--- src/rtl/mul_seq_ctrl.sv ---
// Shift-and-add unsigned multiplier: one WIDTH-bit adder reused over WIDTH RUN cycles, product valid WIDTH+1 cycles after start.
// Optional MUL_EARLY_TERM_EN: finish as soon as the remaining multiplier bits are zero (same result, shorter latency).
module mul_seq_ctrl #(
    parameter int WIDTH = 32
) (
    input  logic                 clk,
    input  logic                 rst_n,
    input  logic                 start,
    input  logic [WIDTH-1:0]     a,
    input  logic [WIDTH-1:0]     b,
    output logic                 busy,
    output logic                 done,
    output logic [2*WIDTH-1:0]   product
);

    localparam int CW = $clog2(WIDTH);

    localparam logic [1:0] S_IDLE = 2'd0;
    localparam logic [1:0] S_RUN  = 2'd1;
    localparam logic [1:0] S_DONE = 2'd2;

    logic [1:0]           state_q,   state_d;
    logic [WIDTH-1:0]     mcand_q,   mcand_d;
    logic [WIDTH-1:0]     acc_hi_q,  acc_hi_d;
    logic [WIDTH-1:0]     acc_lo_q,  acc_lo_d;
    logic [CW-1:0]        count_q,   count_d;
    logic [2*WIDTH-1:0]   product_q, product_d;

    logic [WIDTH-1:0]     addend;
    logic [WIDTH:0]       sum;
    logic [2*WIDTH-1:0]   step;
    logic                 last;

`ifdef MUL_EARLY_TERM_EN
    logic [WIDTH-1:0]     rem_bits;
    logic [CW-1:0]        rem_shift;
`endif

    always_comb begin
        // Adder always runs; a zero multiplier bit masks the operand rather than bypassing the adder.
        addend = mcand_q & {WIDTH{acc_lo_q[0]}};
        sum    = {1'b0, acc_hi_q} + {1'b0, addend};
        step   = {sum, acc_lo_q[WIDTH-1:1]};
        last   = (count_q == CW'(WIDTH - 1));
`ifdef MUL_EARLY_TERM_EN
        // Multiplier bits not yet consumed sit in acc_lo[WIDTH-1-count:1] after this cycle's bit.
        rem_bits  = acc_lo_q & ({WIDTH{1'b1}} >> count_q) & ~WIDTH'(1);
        rem_shift = CW'(WIDTH - 1) - count_q;
        if (rem_bits == '0) begin
            step = step >> rem_shift;
            last = 1'b1;
        end
`endif
    end

    always_comb begin
        state_d   = state_q;
        mcand_d   = mcand_q;
        acc_hi_d  = acc_hi_q;
        acc_lo_d  = acc_lo_q;
        count_d   = count_q;
        product_d = product_q;
        case (state_q)
            S_IDLE, S_DONE: begin
                if (start) begin
                    mcand_d  = a;
                    acc_hi_d = '0;
                    acc_lo_d = b;
                    count_d  = '0;
                    state_d  = S_RUN;
                end else begin
                    state_d  = S_IDLE;
                end
            end
            S_RUN: begin
                {acc_hi_d, acc_lo_d} = step;
                count_d = count_q + CW'(1);
                if (last) begin
                    product_d = step;
                    state_d   = S_DONE;
                end
            end
            default: state_d = S_IDLE;
        endcase
    end

    always_ff @(posedge clk or negedge rst_n) begin
        if (!rst_n) begin
            state_q   <= S_IDLE;
            mcand_q   <= '0;
            acc_hi_q  <= '0;
            acc_lo_q  <= '0;
            count_q   <= '0;
            product_q <= '0;
        end else begin
            state_q   <= state_d;
            mcand_q   <= mcand_d;
            acc_hi_q  <= acc_hi_d;
            acc_lo_q  <= acc_lo_d;
            count_q   <= count_d;
            product_q <= product_d;
        end
    end

    assign busy    = (state_q == S_RUN);
    assign done    = (state_q == S_DONE);
    assign product = product_q;

endmodule

--- config.mk ---
export PLATFORM = sky130hd
export DESIGN_NAME = mul_seq_ctrl
export DESIGN_NICKNAME = d
export VERILOG_FILES = /design/src/rtl/mul_seq_ctrl.sv
export SDC_FILE = /design/constraint.sdc
export NUM_CORES = 1
export LEC_CHECK = 0
export ABC_CLOCK_PERIOD_IN_PS = 2900
export BUFFER_PORTS_ARGS = -buffer_cell sky130_fd_sc_hd__buf_2
export CAP_MARGIN = 15
export CORE_MARGIN = 4
export CORE_UTILIZATION = 57
export DETAILED_ROUTE_END_ITERATION = 8
export PLACE_DENSITY = 0.8
export SYNTH_ARGS = -nofsm -noshare
export SYNTH_HDL_FRONTEND = slang
export SYNTH_SLANG_ARGS = --single-unit
--- constraint.sdc ---
create_clock -name clk -period 2.9 [get_ports clk]
set_input_delay 0.29 -clock clk [delete_from_list [all_inputs] [get_ports clk]]
set_output_delay 0.29 -clock clk [all_outputs]
set_load 0.01 [all_outputs]
* Word level (Yosys, flattened, before mapping)
Cells that the tools add are included.
** Storage, ports and cells
- Register bits after elaboration :: 167
- Latch bits :: 0
- Memory bits (writable) :: 0
- Memory bits (read-only) :: 0
- Input port bits :: 67
- Output and inout port bits :: 66
- Word-level logic and storage cells :: 29
- Memories kept :: 0
** Cells by class
- $add $sub $neg :: 2
- $mul :: 0
- Div/mod/pow operators :: 0
- $lt $le $gt $ge :: 0
- Eq/ne operators :: 5
- Shifts and indexed selects :: 0
- Multiplexer cells :: 9
- Bitwise logic cells :: 1
- Reductions and logical operators :: 6
** Operators with widths (number)
- $pmux W32 S2 :: 2
- $mux W32 :: 2
- $add A32 B32 Y33 :: 1
- $and A32 B32 Y32 :: 1
- $pmux W5 S2 :: 1
- $reduce_and A2 Y1 :: 3
- $add A5 B1 Y5 const B :: 1
- $eq A5 B5 Y1 const B :: 1
- $mux W5 :: 1
- $pmux W2 S2 :: 1
- $eq A2 B1 Y1 const B :: 1
- $eq A2 B2 Y1 const B :: 1
- $logic_not A2 Y1 :: 1
- $mux W2 :: 1
- $ne A2 B1 Y1 const B :: 1
- $ne A2 B2 Y1 const B :: 1
- $reduce_bool A2 Y1 :: 1
- $reduce_or A2 Y1 :: 1
- $mux W1 :: 1

* Logic depth before layout (Yosys ltp)
Gate-level depths: netlist of the first run.
- Word-level depth :: 4
- Mapped depth :: 12

* Worst setup path after synthesis of the first run
Ideal clock, no wire load.
- Kind :: register -> register
- Start point :: register acc_lo_q[0]
- End point :: register product_q[56] (netlist: product[56])
- Library setup time :: 0.069 ns
- Arrival time :: 2.591 ns
- Slack :: 0.241 ns
- Stages on the path, launching flop included :: 13
- Path buffers :: 3
- Clock period less this slack :: 2.659 ns
- Cells stage by stage :: dfrtp_1 clkbuf_1 and2_1 ha_1 buf_2 and4_2 a32oi_1 nand2_1 a21oi_2 o41a_1 buf_6 or4_1 nand3_1
** Between the ends
- Word-level cells in the longest chain between the ends :: 2
** RTL lines
- from (decl) :: RTL line 25 : logic [WIDTH-1:0] acc_lo_q, acc_lo_d;
- from (signal assigned) :: RTL line 99 : acc_lo_q <= acc_lo_d;
- $and A32 B32 Y32 :: RTL line 41 : addend = mcand_q & {WIDTH{acc_lo_q[0]}};
- $add A32 B32 Y33 :: RTL line 42 : sum = {1'b0, acc_hi_q} + {1'b0, addend};
- to (signal assigned) :: RTL line 101 : product_q <= product_d;
- to (decl) :: RTL line 27 : logic [2*WIDTH-1:0] product_q, product_d;
No other way between the ends.
A chain may end at the register's enable or synchronous reset.

* Worst setup path in the final report of the first run
Ends and elaborated chain as after synthesis.

==> results of run 1 <==
[where the power goes]
group          internal (uW)  leakage, uW  switching, uW
Sequential              3430      0.00204            674
Clock                   1310     0.000294           1030
Combinational           2640      0.00290           3470
[layer usage]
metal  share of wire (%)  vias up
met3                 6.1       48
met5                   0        -
met1                  44     3558
met2                  47      271
li1                    -     3543
met4                 2.6        0
[timing repair]
action | in CTS | in global routing
endpoints found under the setup margin | 7 | 32
hold endpoints to repair | 76 | 0
pin swaps | 0 | 1
resized for setup | 2 | 19
buffers inserted | 0 | 1
hold buffers | 1 | 0
[per-stage QoR]
stage	total power (uW)	std cells	util, %
after floorplan	8030	951	-
after global placement	9810	1248	65.6
after detailed placement	10000	1248	65.6
after CTS	12400	1281	69.9
after global routing	13600	1282	70.6
final	12500	1282	70.6
[area by class of cell]
| cell class | instances | area, sq um | share of cell area, % |
|---|---|---|---|
| repair buffers | 178 | 1040 | 10.1 |
| multi-input cells | 704 | 4210 | 40.7 |
| inverters | 17 | 63.8 | 0.618 |
| flip-flops and latches | 167 | 4180 | 40.4 |
| clock buffers | 17 | 425 | 4.12 |
| clock inverters | 15 | 183 | 1.77 |
| well taps | 184 | 230 | 2.23 |
[layout by cell type, fill, tap and decap left out, types with 18 or more instances in the layout]
cell type / synthesis / layout
nand2_1: 312 / 311
dfrtp_1: 167 / 167
buf_2: 3 / 131
buf_4: 1 / 42
a21oi_1: 44 / 41
a22oi_1: 32 / 32
and2_1: 31 / 31
ha_1: 34 / 30
o21ai_0: 28 / 27
a22o_1: 23 / 23
mux2_2: 18 / 18
[cell families (layout without fill, tap and decap cells)]
group / after synthesis / after routing / synth area share (%)
buffers and inverters: 80 / 227 / 3.69
AND/OR/NAND/NOR: 428 / 428 / 21.5
XOR/XNOR: 23 / 23 / 2.35
flip-flops: 167 / 167 / 48.7
AO/OA/AOI/OAI: 196 / 196 / 15.8
multiplexers: 22 / 22 / 2.83
adder cells (fa/ha/maj): 35 / 35 / 5.19
[flip-flops by register name, indices dropped and copies added (netlist names)]
| signal | count |
|---|---|
| mcand_q | 32 |
| count_q | 5 |
| acc_hi_q | 32 |
| acc_lo_q | 32 |
| product | 64 |
| state_q | 2 |
[critical path, cell delays in order, from the launching register on]
cell and delay [ns]:
dfrtp_1 0.41, buf_6 0.16, and2_1 0.17, ha_4 0.30, a21o_1 0.15, a31o_2 0.14
o31a_2 0.17, a21oi_2 0.09, o41a_1 0.40, buf_4 0.18, or4_1 0.50, nand3_1 0.09
[synthesized netlist by cell type (9+ instances only)]
cell and number:
nand2_1 312, dfrtp_1 167, a21oi_1 44, clkbuf_1 44
ha_1 34, a22oi_1 32, and2_1 31, o21ai_0 28
a22o_1 23, mux2_2 18, inv_1 17, nor2_1 17
nand4_1 16, xnor2_1 14, buf_1 13, nand3_1 13
a21o_1 11, nor3_1 10, xor2_1 9
[worst min path at each step]
stage	to	slack [ns]	cells past startpoint
floorplan	acc_hi_q[0]	-0.006	0
CTS	mcand_q[5]	0.03	3
global placement	mcand_q[20]	0.37	1
detailed placement	mcand_q[20]	0.37	1
global route	mcand_q[17]	0.04	3
finish	mcand_q[5]	0.04	3
==> flow_summary.yaml, run 1 <==
timing:
  worst_slew_pin_slew_ns: 0.739
  skew_ns: 0.0120
  setup_violations: 0
  relSlewSlack_pct: 50.7
  fin_crit_ns: 2.83
  tns_ns: 0
  finalWorstSetupSlack_ns: 0.0702
  rsz0062_at_grt: "true"
  slew_violations: 0
  fin_hold_ws_ns: 0.0350
  hold_viol_final: 0
  fmax_ghz: 0.353
  period_share_pct: 97.6
yosys:
  synth_edf_count: 0
  syn_area_sq_um: 8580
  seq_area_frac_synth_pct: 48.7
  synth.area.top_cells: "dfrtp_1 49%, nand2_1 14%, ha_1 5.0%"
  syn_area_per_cell_sq_um: 9.02
  synthFlopType: "dfrtp_1"
  synth_top_cell_area_share_pct: 48.7
  netlist_instances: 951
  yosys.area.top_type: "dfrtp_1"
  ys_types: 59
  syn-num-nets: 1053
  yosys_warnings: 0
  async_reset_ff_share_pct: 100
  ys_seq_elements: 167
placement:
  routabilityCongestion: 0.928
  place_area_sq_um: 9600
  place_ws_ns: -0.0550
  io_buffers: 132
  hpwl_um: 14900
cts:
  cts-root-buf: "clkbuf_16"
  insertion_delay_ns: 0.44
  htreeDepth: 4
  tritoncts: "yes"
  numCtsBuffers: 17
  cts.clk_slew.worst_paths_ns: 0.07
  cts_max_path_buffers: 2
  cts.sinks: 167
global_route:
  grt_first_pass_wirelength_um: 35400
  antenna_found_initial: 0
  grt_usage_pct: 26.1
  grt_pass1_vias: 7243
  met3_usage_pct: 4.96
  met1_usage_pct: 37.1
  met2_usage_pct: 40.0
  grt_busiest_layer: "met2"
  grt_max_degree: 79
  grt-ovfl-total: 0
floorplanning:
  die_width_um: 131
  ioPinCount: 133
  die_height_um: 131
  core_area_sq_um: 14600
  rows: 44
  start_util_pct: 58.6
  dieArea_sq_um: 17100
routing:
  dr.pass1.iters: 6
  drt_iter0_markers: 625
  ant_nets: 0
  wirelength_um: 21500
  wl_per_cell_um: 16.8
  via_count: 7420
  avgViaCountPerCell: 5.79
  drc: 0
run:
  cap_viol_max_count: 0
critical_path:
  endpoint: "product[56]"
  reg2reg_from: "acc_lo_q[0]"
  start_kind: "flop"
  worstPathRequired_ns: 3.27
  startpoint: "acc_lo_q[0]"
  ff2ff_path_depth: 11
  cp.arrival_ns: 3.20
  r2r_slack_ns: 0.07
  criticalPathCategory: "flop to flop"
  endpoint_kind: "flop"
  r2r-end: "product[56]"
  crit_fanout: 18
min_path:
  hp-start: "a[5]"
  worstHoldPathType: "primary input to flop"
power:
  power_leakage_uw: 0.00524
  irDropWorstVdd_v: 0.000687
  p_per_area_nw_per_um2: 1210
run_status:
  status: "completed"
finish:
  fillers: 1176
  fin_area_sq_um: 10300
  syn_to_final_growth_pct: 20.4
  fin_nets: 1187
  drive_gt1_share_pct: 23.4
  diodes: 0
Power figures use the tool's default switching activity.
==> inputs of run 2 (changes only) <==
--- a/config.mk
+++ b/config.mk
@@ -12,6 +12,7 @@
 export CORE_UTILIZATION = 57
 export DETAILED_ROUTE_END_ITERATION = 8
 export PLACE_DENSITY = 0.8
+export RECOVER_POWER = 25
 export SYNTH_ARGS = -nofsm -noshare
 export SYNTH_HDL_FRONTEND = slang
 export SYNTH_SLANG_ARGS = --single-unit
==> flow_summary.yaml, run 2 (same netlist as run 1, synthesis figures left out) <==
floorplanning:
  rows: 44
  core_area_sq_um: 14600
  dieArea_sq_um: 17100
  die_height_um: 131
  die_width_um: 131
  ioPinCount: 133
  start_util_pct: 58.6
timing:
  rsz0062_at_grt: "true"
  skew_ns: 0.0119
  worst_slew_pin_slew_ns: 2.01
  slew_violations: 77
  fmax_ghz: 0.353
  period_share_pct: 97.5
  hold_viol_final: 0
  relSlewSlack_pct: -33.9
  setup_violations: 0
  fin_crit_ns: 2.83
routing:
  wirelength_um: 21500
  via_count: 7458
  drt_iter0_markers: 601
  avgViaCountPerCell: 5.82
  ant_nets: 0
  wl_per_cell_um: 16.8
  drc: 0
  dr.pass1.iters: 5
finish:
  diodes: 0
  largest_reg_flops: 64
  final_cell_mix: "311 x nand2_1, 167 x dfrtp_1, 115 x buf_2"
  final_common_cell: "nand2_1"
  drive_gt1_share_pct: 21.9
  syn_to_final_growth_pct: 20.1
  fin_area_sq_um: 10300
  fin_nets: 1187
power:
  p_per_area_nw_per_um2: 1220
  power_uw: 12500
  power_leakage_uw: 0.00519
  irDropWorstVdd_v: 0.000687
cts:
  insertion_delay_ns: 0.44
  htreeDepth: 4
  numCtsBuffers: 17
  tritoncts: "yes"
  cts.sinks: 167
  cts_max_path_buffers: 2
  cts.clk_slew.worst_paths_ns: 0.07
  cts-root-buf: "clkbuf_16"
min_path:
  min_delay_path_depth: 3
  hp-start: "a[5]"
  hold_end: "mcand_q[5]"
  worstHoldPathType: "primary input to flop"
global_route:
  grt_pass1_vias: 7243
  grt_first_pass_wirelength_um: 35400
  grt_max_degree: 79
  grt_usage_pct: 26.1
  grt-ovfl-total: 0
  antenna_found_initial: 0
critical_path:
  reg2reg_from: "acc_lo_q[0]"
  endpoint_kind: "flop"
  r2r_slack_ns: 0.07
  cp.arrival_ns: 3.20
  startpoint: "acc_lo_q[0]"
  criticalPathCategory: "flop to flop"
  crit_chain: "buf_6 -> and2_1 -> ha_4 -> a21o_1 -> a31o_2 -> o31a_2 -> a21oi_2 -> o41a_1 -> buf_4 -> or4_1 -> nand3_1"
  crit_fanout: 18
  cpMaxStageDelayCell: "or4_1"
  cp_top_family: "compound AO/OA/AOI/OAI gates"
  start_kind: "flop"
  worstPathRequired_ns: 3.27
  crit_buf_inv: 2
  critPathMaxStageDelay_ns: 0.50
  ff2ff_path_depth: 11
  r2r-end: "product[56]"
placement:
  io_buffers: 132
  hpwl_um: 14900
  routabilityCongestion: 0.928
  place_area_sq_um: 9600
run:
  cap_viol_max_count: 1
run_status:
  status: "finished, violations left"
  violations: "capacitance limit, slew limit"
==> run 2: cell types whose count changed in the layout (fill, tap and decap cells not counted), sizes merged <==
cell / delta
buf: -17
clkbuf: +17
==> run 2: power by group <==
group | total [uW] | internal, uW | leakage [uW] | switching, uW
clock network | 2340 | 1310 | 0.000294 | 1030
registers | 4100 | 3430 | 0.00204 | 676
logic | 6080 | 2620 | 0.00285 | 3470
==> run 2: stage by stage <==
step	hold WS (ns)	util, %	instances	setup WS, ns	TNS (ns)
finish	0.0349	70.4	1282	0.0711	0
global route	0.0378	70.4	1282	-0.0408	-0.183
CTS	0.0260	69.9	1281	0.00703	0
detailed placement	0.375	65.6	1248	-0.0550	-0.0973
global placement	0.373	65.6	1248	0.0707	0
floorplan	-0.00559	-	951	0.241	0
==> run 2: worst max-delay path by stage <==
stage,end,depth (start not counted)
after global placement,product[58],10
after detailed placement,product[58],10
after floorplan,product[56],12
final,product[56],11
after CTS,product[56],11
after global routing,product[56],11
==> run 2: area by class of cell <==
cell class | count | area, sq um
Tap cell | 184 | 230
Timing Repair Buffer | 178 | 1020
Multi-Input combinational cell | 704 | 4210
Sequential cell | 167 | 4180
Clock buffer | 17 | 425
Inverter | 17 | 63.8
Clock inverter | 15 | 183
Fill cell | 1191 | 4340
==> run 2: timing repair <==
action                     in CTS  in global routing
pin swaps                       0                  1
gates resized for setup         2                 19
setup endpoints to repair       7                 32
setup buffers                   0                  1
hold buffers                    1                  0
hold endpoints to repair       76                  0
==> run 2: per-layer routing <==
layer / global-route usage, % / wire length (um)
met3: 4.96 / 1360
met1: 37.1 / 9560
met4: 9.86 / 632
met5: 0 / 0
met2: 40.0 / 9980
==> run 2: tightest hold or removal path: stages <==
cell and delay, ns:
buf_2 0.08, nand2_1 0.04, nand2_1 0.04
==> inputs of run 3 (changes only) <==
--- a/config.mk
+++ b/config.mk
@@ -8,10 +8,12 @@
 export ABC_CLOCK_PERIOD_IN_PS = 2900
 export BUFFER_PORTS_ARGS = -buffer_cell sky130_fd_sc_hd__buf_2
 export CAP_MARGIN = 15
+export CELL_PAD_IN_SITES_DETAIL_PLACEMENT = 0
+export CELL_PAD_IN_SITES_GLOBAL_PLACEMENT = 1
 export CORE_MARGIN = 4
-export CORE_UTILIZATION = 57
+export CORE_UTILIZATION = 43
 export DETAILED_ROUTE_END_ITERATION = 8
-export PLACE_DENSITY = 0.8
+export PLACE_DENSITY_LB_ADDON = 0.1
 export RECOVER_POWER = 25
 export SYNTH_ARGS = -nofsm -noshare
 export SYNTH_HDL_FRONTEND = slang
==> flow_summary.yaml, run 3 (same netlist as run 1, synthesis figures left out) <==
run_status:
  status: "completed"
routing:
  wirelength_um: 23300
  via_count: 7238
  dr.pass1.iters: 5
  ant_nets: 0
  drc: 0
  avgViaCountPerCell: 5.23
  wl_per_cell_um: 16.9
  drt_iter0_markers: 359
finish:
  final_cell_mix: "311 x nand2_1, 167 x dfrtp_1, 131 x buf_2"
  final_cells: 1383
  fillers: 1877
  fin_area_sq_um: 10600
  syn_to_final_growth_pct: 23.7
  final_common_cell: "nand2_1"
  drive_gt1_share_pct: 24.7
  largest_reg_flops: 64
  fin_nets: 1206
timing:
  tns_ns: 0
  period_share_pct: 98.0
  skew_ns: 0.0144
  worst_slew_pin_slew_ns: 1.29
  hold_viol_final: 0
  rsz0062_at_grt: "true"
  fin_hold_ws_ns: 0.0384
  relSlewSlack_pct: 14.3
  fin_crit_ns: 2.84
  setup_violations: 0
  slew_violations: 0
  fmax_ghz: 0.352
power:
  power_uw: 12800
  p_per_area_nw_per_um2: 1210
  irDropWorstVdd_v: 0.000463
  power_leakage_uw: 0.00535
floorplanning:
  dieArea_sq_um: 22300
  start_util_pct: 44.0
  die_width_um: 149
  ioPinCount: 133
  die_height_um: 149
  rows: 51
  core_area_sq_um: 19500
critical_path:
  cpMaxStageDelayCell: "dfrtp_1"
  crit_fanout: 15
  criticalPathCategory: "flop to flop"
  crit_buf_inv: 2
  cp_top_family: "compound AO/OA/AOI/OAI gates"
  critPathMaxStageDelay_ns: 0.41
  endpoint_kind: "flop"
  start_kind: "flop"
  crit_chain: "buf_12 -> and2_1 -> ha_1 -> buf_4 -> a21oi_1 -> a21oi_2 -> o211ai_1 -> nand3_1 -> xor2_1 -> mux2_2"
  worstPathRequired_ns: 3.22
  cp.arrival_ns: 3.16
cts:
  tritoncts: "yes"
  numCtsBuffers: 17
  cts.clk_slew.worst_paths_ns: 0.08
  insertion_delay_ns: 0.44
  cts-root-buf: "clkbuf_16"
  cts_max_path_buffers: 2
  cts.sinks: 167
  htreeDepth: 4
global_route:
  grt_max_degree: 70
  grt-ovfl-total: 0
  grt_first_pass_wirelength_um: 38500
  grt_pass1_vias: 7464
  grt_usage_pct: 21.6
  antenna_found_initial: 0
placement:
  io_buffers: 132
  hpwl_um: 15900
  place_area_sq_um: 9880
  routabilityCongestion: 0.854
  placed_cells: 1348
run:
  cap_viol_max_count: 0
min_path:
  worstHoldPathType: "primary input to flop"
## run 3: per-layer routing
layer / track usage [%] / vias up / share of wire, %
met2: 36.0 / 141 / 49
met3: 4.80 / 18 / 4.5
met4: 4.99 / 0 / 1.0
met5: 0 / - / 0
li1: - / 3587 / -
met1: 28.8 / 3492 / 46
## run 3: worst register-to-register path: stages, from the launching register on
cell and delay [ns]:
dfrtp_1 0.41, buf_12 0.16, and2_1 0.13, ha_1 0.31, buf_4 0.17, a21oi_1 0.39
a21oi_2 0.15, o211ai_1 0.35, nand3_1 0.19, xor2_1 0.20, mux2_2 0.27
## run 3: power by group
part / internal [uW] / switching, uW / total, uW
registers: 3420 / 661 / 4080
clock network: 1260 / 1150 / 2410
logic: 2800 / 3520 / 6320
## run 3: path summary, 6_finish.rpt
check                            start           to  slack [ns]  cells past startpoint
max in group asynchronous        rst_n   product[1]        0.73                      3
hold / removal                   a[24]  mcand_q[24]        0.04                      3
setup / recovery           acc_lo_q[0]  product[55]        0.06                     10
setup reg to reg           acc_lo_q[0]  product[55]        0.06                     10
hold reg to reg             product[6]   product[6]        0.47                      2
min in group asynchronous        rst_n  mcand_q[16]        0.68                      2
## run 3: timing repair
action | 4_1_cts | 5_1_grt
hold buffers | 1 | 0
buffers inserted | 0 | 1
gates resized for setup | 2 | 21
pin swaps | 0 | 5
hold endpoints to repair | 45 | 0
setup endpoints to repair | 7 | 31
## run 3: layout make-up
cell class | instances | area [sq um] | area share (%)
multi-input combinational | 704 | 4210 | 39.7
sequential | 167 | 4180 | 39.4
timing repair buffer | 197 | 1200 | 11.3
clock buffer | 17 | 425 | 4.01
tap | 265 | 332 | 3.12
clock inverter | 15 | 200 | 1.89
inverter | 17 | 63.8 | 0.601
antenna | 1 | 2.50 | 0.0236
## run 3: through the flow
step | util (%) | setup slack (ns)
global route | 54.4 | -0.0710
finish | 54.4 | 0.0593
global placement | 50.6 | -0.0495
detailed placement | 50.6 | -0.0678
floorplan | - | 0.241
CTS | 53.9 | 0.000523
